==> src/rtl/fsm_driver.sv <==
// fsm_driver: sequences the drive line A through a fixed rise/fall/handshake
// pattern and reports completion or failure to the requester.
//
// Ports
//   Clock      in   single clock, all state changes on its rising edge
//   Reset      in   synchronous active-low reset
//   Start_req  in   request to run one A-sequence
//   Start_rdy  out  high when a request can be accepted (state IDLE)
//   Dwell      in   [DW-1:0] phase dwell length, sampled at accept (0 acts as 1)
//   K2         in   acknowledge: Stop-to-Clear seen (used in RISE2)
//   K1         in   acknowledge: Clear-to-Idle seen (used in FALL2)
//   A          out  registered drive to the controlled block
//   Busy       out  high while a sequence is in progress
//   Done       out  one-cycle pulse on successful completion
//   Err        out  one-cycle pulse on failed completion
//   Err_code   out  [1:0] 00 none, 01 K2 timeout, 10 K1 timeout, 11 K1&K2 together
//
// state | meaning
// IDLE  | waiting for Start_req, A low
// RISE1 | A high for D cycles
// FALL1 | A low for D cycles
// RISE2 | A high, waiting up to TO cycles for K2
// HOLD  | A high for D cycles
// FALL2 | A low, waiting up to TO cycles for K1

module fsm_driver #(
    parameter int DW = 8,
    parameter int TO = 16
) (
    input  logic          Clock,
    input  logic          Reset,
    input  logic          Start_req,
    output logic          Start_rdy,
    input  logic [DW-1:0] Dwell,
    input  logic          K2,
    input  logic          K1,
    output logic          A,
    output logic          Busy,
    output logic          Done,
    output logic          Err,
    output logic [1:0]    Err_code
);

    typedef enum logic [2:0] {
        IDLE  = 3'd0,
        RISE1 = 3'd1,
        FALL1 = 3'd2,
        RISE2 = 3'd3,
        HOLD  = 3'd4,
        FALL2 = 3'd5
    } state_t;

    // Wait counter starts at TO-1 and expires on reaching zero, so the
    // last cycle in which an acknowledge is still honoured is cycle TO.
    localparam logic [7:0]    WAIT_LOAD = 8'(TO - 1);
    localparam logic [DW-1:0] DW_ONE    = DW'(1);

    state_t        state_q, state_d;
    logic [DW-1:0] dwell_q, dwell_d;   // effective dwell minus one
    logic [DW-1:0] dcnt_q, dcnt_d;
    logic [7:0]    wcnt_q, wcnt_d;
    logic          a_q, a_d;
    logic          done_q, done_d;
    logic          err_q, err_d;
    logic [1:0]    code_q, code_d;
    logic [DW-1:0] dwell_m1;

    // Dwell of zero is treated as one, so the terminal count is max(Dwell,1)-1.
    assign dwell_m1 = (Dwell == '0) ? '0 : (Dwell - DW_ONE);

    always_comb begin
        state_d = state_q;
        dwell_d = dwell_q;
        dcnt_d  = dcnt_q;
        wcnt_d  = wcnt_q;
        done_d  = 1'b0;
        err_d   = 1'b0;
        code_d  = code_q;

        case (state_q)
            IDLE: begin
                if (Start_req) begin
                    state_d = RISE1;
                    dwell_d = dwell_m1;
                    dcnt_d  = dwell_m1;
                    code_d  = 2'b00;
                end
            end
            RISE1: begin
                if (dcnt_q == '0) begin
                    state_d = FALL1;
                    dcnt_d  = dwell_q;
                end else begin
                    dcnt_d = dcnt_q - DW_ONE;
                end
            end
            FALL1: begin
                if (dcnt_q == '0) begin
                    state_d = RISE2;
                    wcnt_d  = WAIT_LOAD;
                end else begin
                    dcnt_d = dcnt_q - DW_ONE;
                end
            end
            RISE2: begin
                if (K1 && K2) begin
                    state_d = IDLE;
                    err_d   = 1'b1;
                    code_d  = 2'b11;
                end else if (K2) begin
                    state_d = HOLD;
                    dcnt_d  = dwell_q;
                end else if (wcnt_q == 8'd0) begin
                    state_d = IDLE;
                    err_d   = 1'b1;
                    code_d  = 2'b01;
                end else begin
                    wcnt_d = wcnt_q - 8'd1;
                end
            end
            HOLD: begin
                if (dcnt_q == '0) begin
                    state_d = FALL2;
                    wcnt_d  = WAIT_LOAD;
                end else begin
                    dcnt_d = dcnt_q - DW_ONE;
                end
            end
            FALL2: begin
                if (K1 && K2) begin
                    state_d = IDLE;
                    err_d   = 1'b1;
                    code_d  = 2'b11;
                end else if (K1) begin
                    state_d = IDLE;
                    done_d  = 1'b1;
                end else if (wcnt_q == 8'd0) begin
                    state_d = IDLE;
                    err_d   = 1'b1;
                    code_d  = 2'b10;
                end else begin
                    wcnt_d = wcnt_q - 8'd1;
                end
            end
            default: begin
                state_d = IDLE;
            end
        endcase

        // A follows the state being entered, so it only moves on transitions.
        a_d = (state_d == RISE1) || (state_d == RISE2) || (state_d == HOLD);
    end

    always_ff @(posedge Clock) begin
        if (!Reset) begin
            state_q <= IDLE;
            dwell_q <= '0;
            dcnt_q  <= '0;
            wcnt_q  <= 8'd0;
            a_q     <= 1'b0;
            done_q  <= 1'b0;
            err_q   <= 1'b0;
            code_q  <= 2'b00;
        end else begin
            state_q <= state_d;
            dwell_q <= dwell_d;
            dcnt_q  <= dcnt_d;
            wcnt_q  <= wcnt_d;
            a_q     <= a_d;
            done_q  <= done_d;
            err_q   <= err_d;
            code_q  <= code_d;
        end
    end

    assign Start_rdy = (state_q == IDLE);
    assign Busy      = (state_q != IDLE);
    assign A         = a_q;
    assign Done      = done_q;
    assign Err       = err_q;
    assign Err_code  = code_q;

endmodule

==> config.mk <==
export PLATFORM = sky130hd
export DESIGN_NAME = fsm_driver
export DESIGN_NICKNAME = d
export VERILOG_FILES = /design/src/rtl/fsm_driver.sv
export SDC_FILE = /design/constraint.sdc
export NUM_CORES = 1
export LEC_CHECK = 0
export ABC_AREA = 1
export BUFFER_PORTS_ARGS = -buffer_cell sky130_fd_sc_hd__buf_4
export CAP_MARGIN = 10
export CORE_AREA = 2 2 82 84
export DETAILED_ROUTE_END_ITERATION = 16
export DIE_AREA = 0 0 84 86
export SYNTH_ARGS = -nofsm -noshare
export SYNTH_HDL_FRONTEND = slang
export SYNTH_SLANG_ARGS = --single-unit
==> constraint.sdc <==
create_clock -name Clock -period 4.55 [get_ports Clock]
set_input_delay 0 -clock Clock [delete_from_list [all_inputs] [get_ports Clock]]
set_output_delay 0 -clock Clock [all_outputs]
set_load 0.1 [all_outputs]
==> impl_metrics.ini <==
[die]
dieArea_um2 = 7224
core_area_um2 = 6277
boundaryPins = 20
floorplan.rows = 29
die_height_um = 86
horiz_die_dim_um = 84
start_util_pct = 32.59

[routing]
routed_wirelength_mm = 4.948
detail_route.iter0.violations = 119
drt_drc_violations_left = 0
antenna_violating_nets_post_route = 0
detail_route.vias_per_cell = 4.852
detail_route.wl_per_cell_um = 11.48
firstDrtPassIters = 4
vias = 2091

[setup_path]
cp.required_ns = 4.73
arrival_ns = 2.30
cp-start-kind = flop
path_class = flop to flop
crit_fanout = 12
timing.critical_path.cells = nor2_2 -> nand2_1 -> nor2_1 -> inv_1 -> nand3_1 -> nand3_1 -> nand2_1 -> nor2_1
timing.reg2reg.setup_slack_ns = 2.44
critPathSlowestCell = sky130_fd_sc_hd__nor2_1
worst_setup_ep_type = flop
cpPeakStageDelay_ns = 0.62

[global_route]
met2_usage_pct = 22.55
grt_remaining_overflow = 0
largest_net_degree_at_the_start_of_global_routing = 18
grt_use_total_pct = 14.82
grt-busiest-layer = met2
met3_usage_pct = 2.791
antenna_found_initial = 0
grt_pass1_wl_mm = 8.735
gr-usage-met1_pct = 21.04
first_global_vias = 1900

[synthesis]
synth_top_flop_cell = sky130_fd_sc_hd__dfxtp_1
yosysWarningCount = 0
synth.yosys.seq_area_share_pct = 31.31
synth.lib_cells_used.distinct = 29
synth_edf_count = 0
synth_cell_area_um2 = 2046
syn-instance-count = 329
synth_area_per_cell_um2 = 6.218
syn_nets = 345
yosys_register_bits = 32
synth_top_cell_by_area = sky130_fd_sc_hd__dfxtp_1
netlist_top_cells_area = sky130_fd_sc_hd__dfxtp_1, sky130_fd_sc_hd__nand2_1, sky130_fd_sc_hd__nor2_1
synth.top_cell.area_share_pct = 31.31
fraction_of_registers_with_async_set_or_reset_after_synthesis_pct = 0

[timing]
smallest_hold_slack_ns = 0.01768
layout_min_cycle_time_ns = 2.115
slew-limit-headroom_pct = 46.96
finalClockSkew_ns = 0.01155
number_of_hold_slack_violations_in_the_final_timing_report = 0
worst_pin_slew_ns = 0.7926
maxClockFrequency_ghz = 0.4728
period_share_pct = 46.48
setup-violations-final = 0
grt_setup_unrepaired = no
summed_negative_setup_slack_over_all_endpoints_ns = 0
drv_slew = 0

[flow_run]
drv.max_cap_violation_count = 0

[cells_and_area]
inserted_diodes = 0
drive_above_1_share_pct = 13.28
highest_count_cells_in_the_layout_ignoring_fill_and_taps = sky130_fd_sc_hd__nand2_1, sky130_fd_sc_hd__nor2_1, sky130_fd_sc_hd__inv_1
flow.area_growth_from_synthesis_pct = 16.15
layout.nets = 369
mostFrequentLayoutCell = sky130_fd_sc_hd__nand2_1
nFillCells = 685
instances_no_fill = 431

[clock_network]
cts.path.max_buffers = 2
path_clk_slew_ns = 0.07
ctsHtreeMaxLevel = 2
numCtsBuffers = 5
cts.sink_count = 32
cts_setup_buffers = 0
cts_resized = 0
cts_tree = yes
root_buffer = sky130_fd_sc_hd__clkbuf_8
insertion_delay_ns = 0.28

[status]
outcome = finished clean

[power_and_ir_drop]
vdd.ir_drop.worst_mv = 0.2350
power_per_cell_area_nw_per_um2 = 385.8
power.leakage_nw = 1.108

[placement]
gpl_congestion = 0.8952
dp_hpwl_mm = 3.811
numPortBuffers = 19
post-place-cells = 422

[min_path]
hp-class = input port to flop
[sequential cells by signal, indices dropped and copies added, names as in the netlist]
| register | cells |
|---|---|
| state_q | 3 |
| wcnt_q | 8 |
| A | 1 |
| Done | 1 |
| dwell_q | 8 |
| Err | 1 |
| dcnt_q | 8 |
| Err_code | 2 |
[kinds of logic (layout without fill, tap and decap cells)]
family	Yosys count	in the layout	synth area share (%)
AND/OR/NAND/NOR	184	184	39.76
flip-flops	32	32	31.31
AO/OA/AOI/OAI	58	58	15.54
buffers and inverters	44	69	8.134
adder cells (fa/ha/maj)	3	3	1.835
XOR/XNOR	8	8	3.425
[stage by stage]
step / utilization, % / cell area [um2] / power, mW / setup slack (ns)
after floorplan: - / 2046 / 0.6126 / 2.551
after global placement: 36.20 / 2272 / 0.6963 / 2.426
after detailed placement: 36.20 / 2272 / 0.6934 / 2.444
after CTS: 37.85 / 2376 / 0.9227 / 2.441
after global routing: 37.85 / 2376 / 0.9896 / 2.188
final: 37.85 / 2376 / 0.9167 / 2.435
[per-layer routing]
metal | vias up | wire (um)
met5 | - | 0
met3 | 8 | 225
met2 | 45 | 2166
met4 | 0 | 64
li1 | 1116 | -
met1 | 922 | 2491
[area by class of cell]
| cell class | instances | area, um2 | area share [%] |
|---|---|---|---|
| timing repair buffer | 20 | 152.6 | 6.424 |
| inverter | 41 | 153.9 | 6.477 |
| sequential | 32 | 640.6 | 26.96 |
| multi-input combinational | 253 | 1239 | 52.13 |
| tap | 77 | 96.34 | 4.055 |
| clock inverter | 1 | 7.507 | 0.3160 |
| clock buffer | 7 | 86.33 | 3.633 |
[synthesized netlist by cell type, types with 2 or more instances]
master,number
sky130_fd_sc_hd__a21oi_1,26
sky130_fd_sc_hd__a31oi_1,3
sky130_fd_sc_hd__clkbuf_1,2
sky130_fd_sc_hd__dfxtp_1,32
sky130_fd_sc_hd__ha_1,3
sky130_fd_sc_hd__inv_1,36
sky130_fd_sc_hd__inv_2,4
sky130_fd_sc_hd__nand2_1,85
sky130_fd_sc_hd__nand2_2,6
sky130_fd_sc_hd__nand3_1,26
sky130_fd_sc_hd__nand4_1,6
sky130_fd_sc_hd__nor2_1,47
sky130_fd_sc_hd__nor2_2,4
sky130_fd_sc_hd__nor2_4,2
sky130_fd_sc_hd__nor3_1,4
sky130_fd_sc_hd__o211ai_1,2
sky130_fd_sc_hd__o21ai_0,20
sky130_fd_sc_hd__o21ai_1,3
sky130_fd_sc_hd__xor2_1,8
[worst paths after layout]
| kind | from | end | depth (start not counted) |
|---|---|---|---|
| worst max-delay path | state_q[1]$_SDFF_PN0_ | Err_code[1]$_SDFFE_PN0P_ | 8 |
| worst min register to register | dcnt_q[0]$_SDFFE_PN0P_ | dcnt_q[0]$_SDFFE_PN0P_ | 2 |
| worst max register to register | state_q[1]$_SDFF_PN0_ | Err_code[1]$_SDFFE_PN0P_ | 8 |
| worst min-delay path | K1 | Done$_SDFF_PP0_ | 3 |
[power breakdown]
part | internal, mW | total [mW] | switching, mW
clock network | 0.123 | 0.225 | 0.102
logic | 0.105 | 0.352 | 0.247
registers | 0.312 | 0.340 | 0.0274
[timing repair]
action                                  in CTS  in global routing
hold buffers                                 1                  0
endpoints found under the setup margin       0                  0
endpoints found under the hold margin        1                  0
[worst max-delay path: cells and delay by family (launching register included)]
kind          cells  cell delay (ns)
buf+inv           1             0.31
flops             1             0.37
simple gates      7             1.34
No activity file was read; power rests on OpenSTA's default activity.
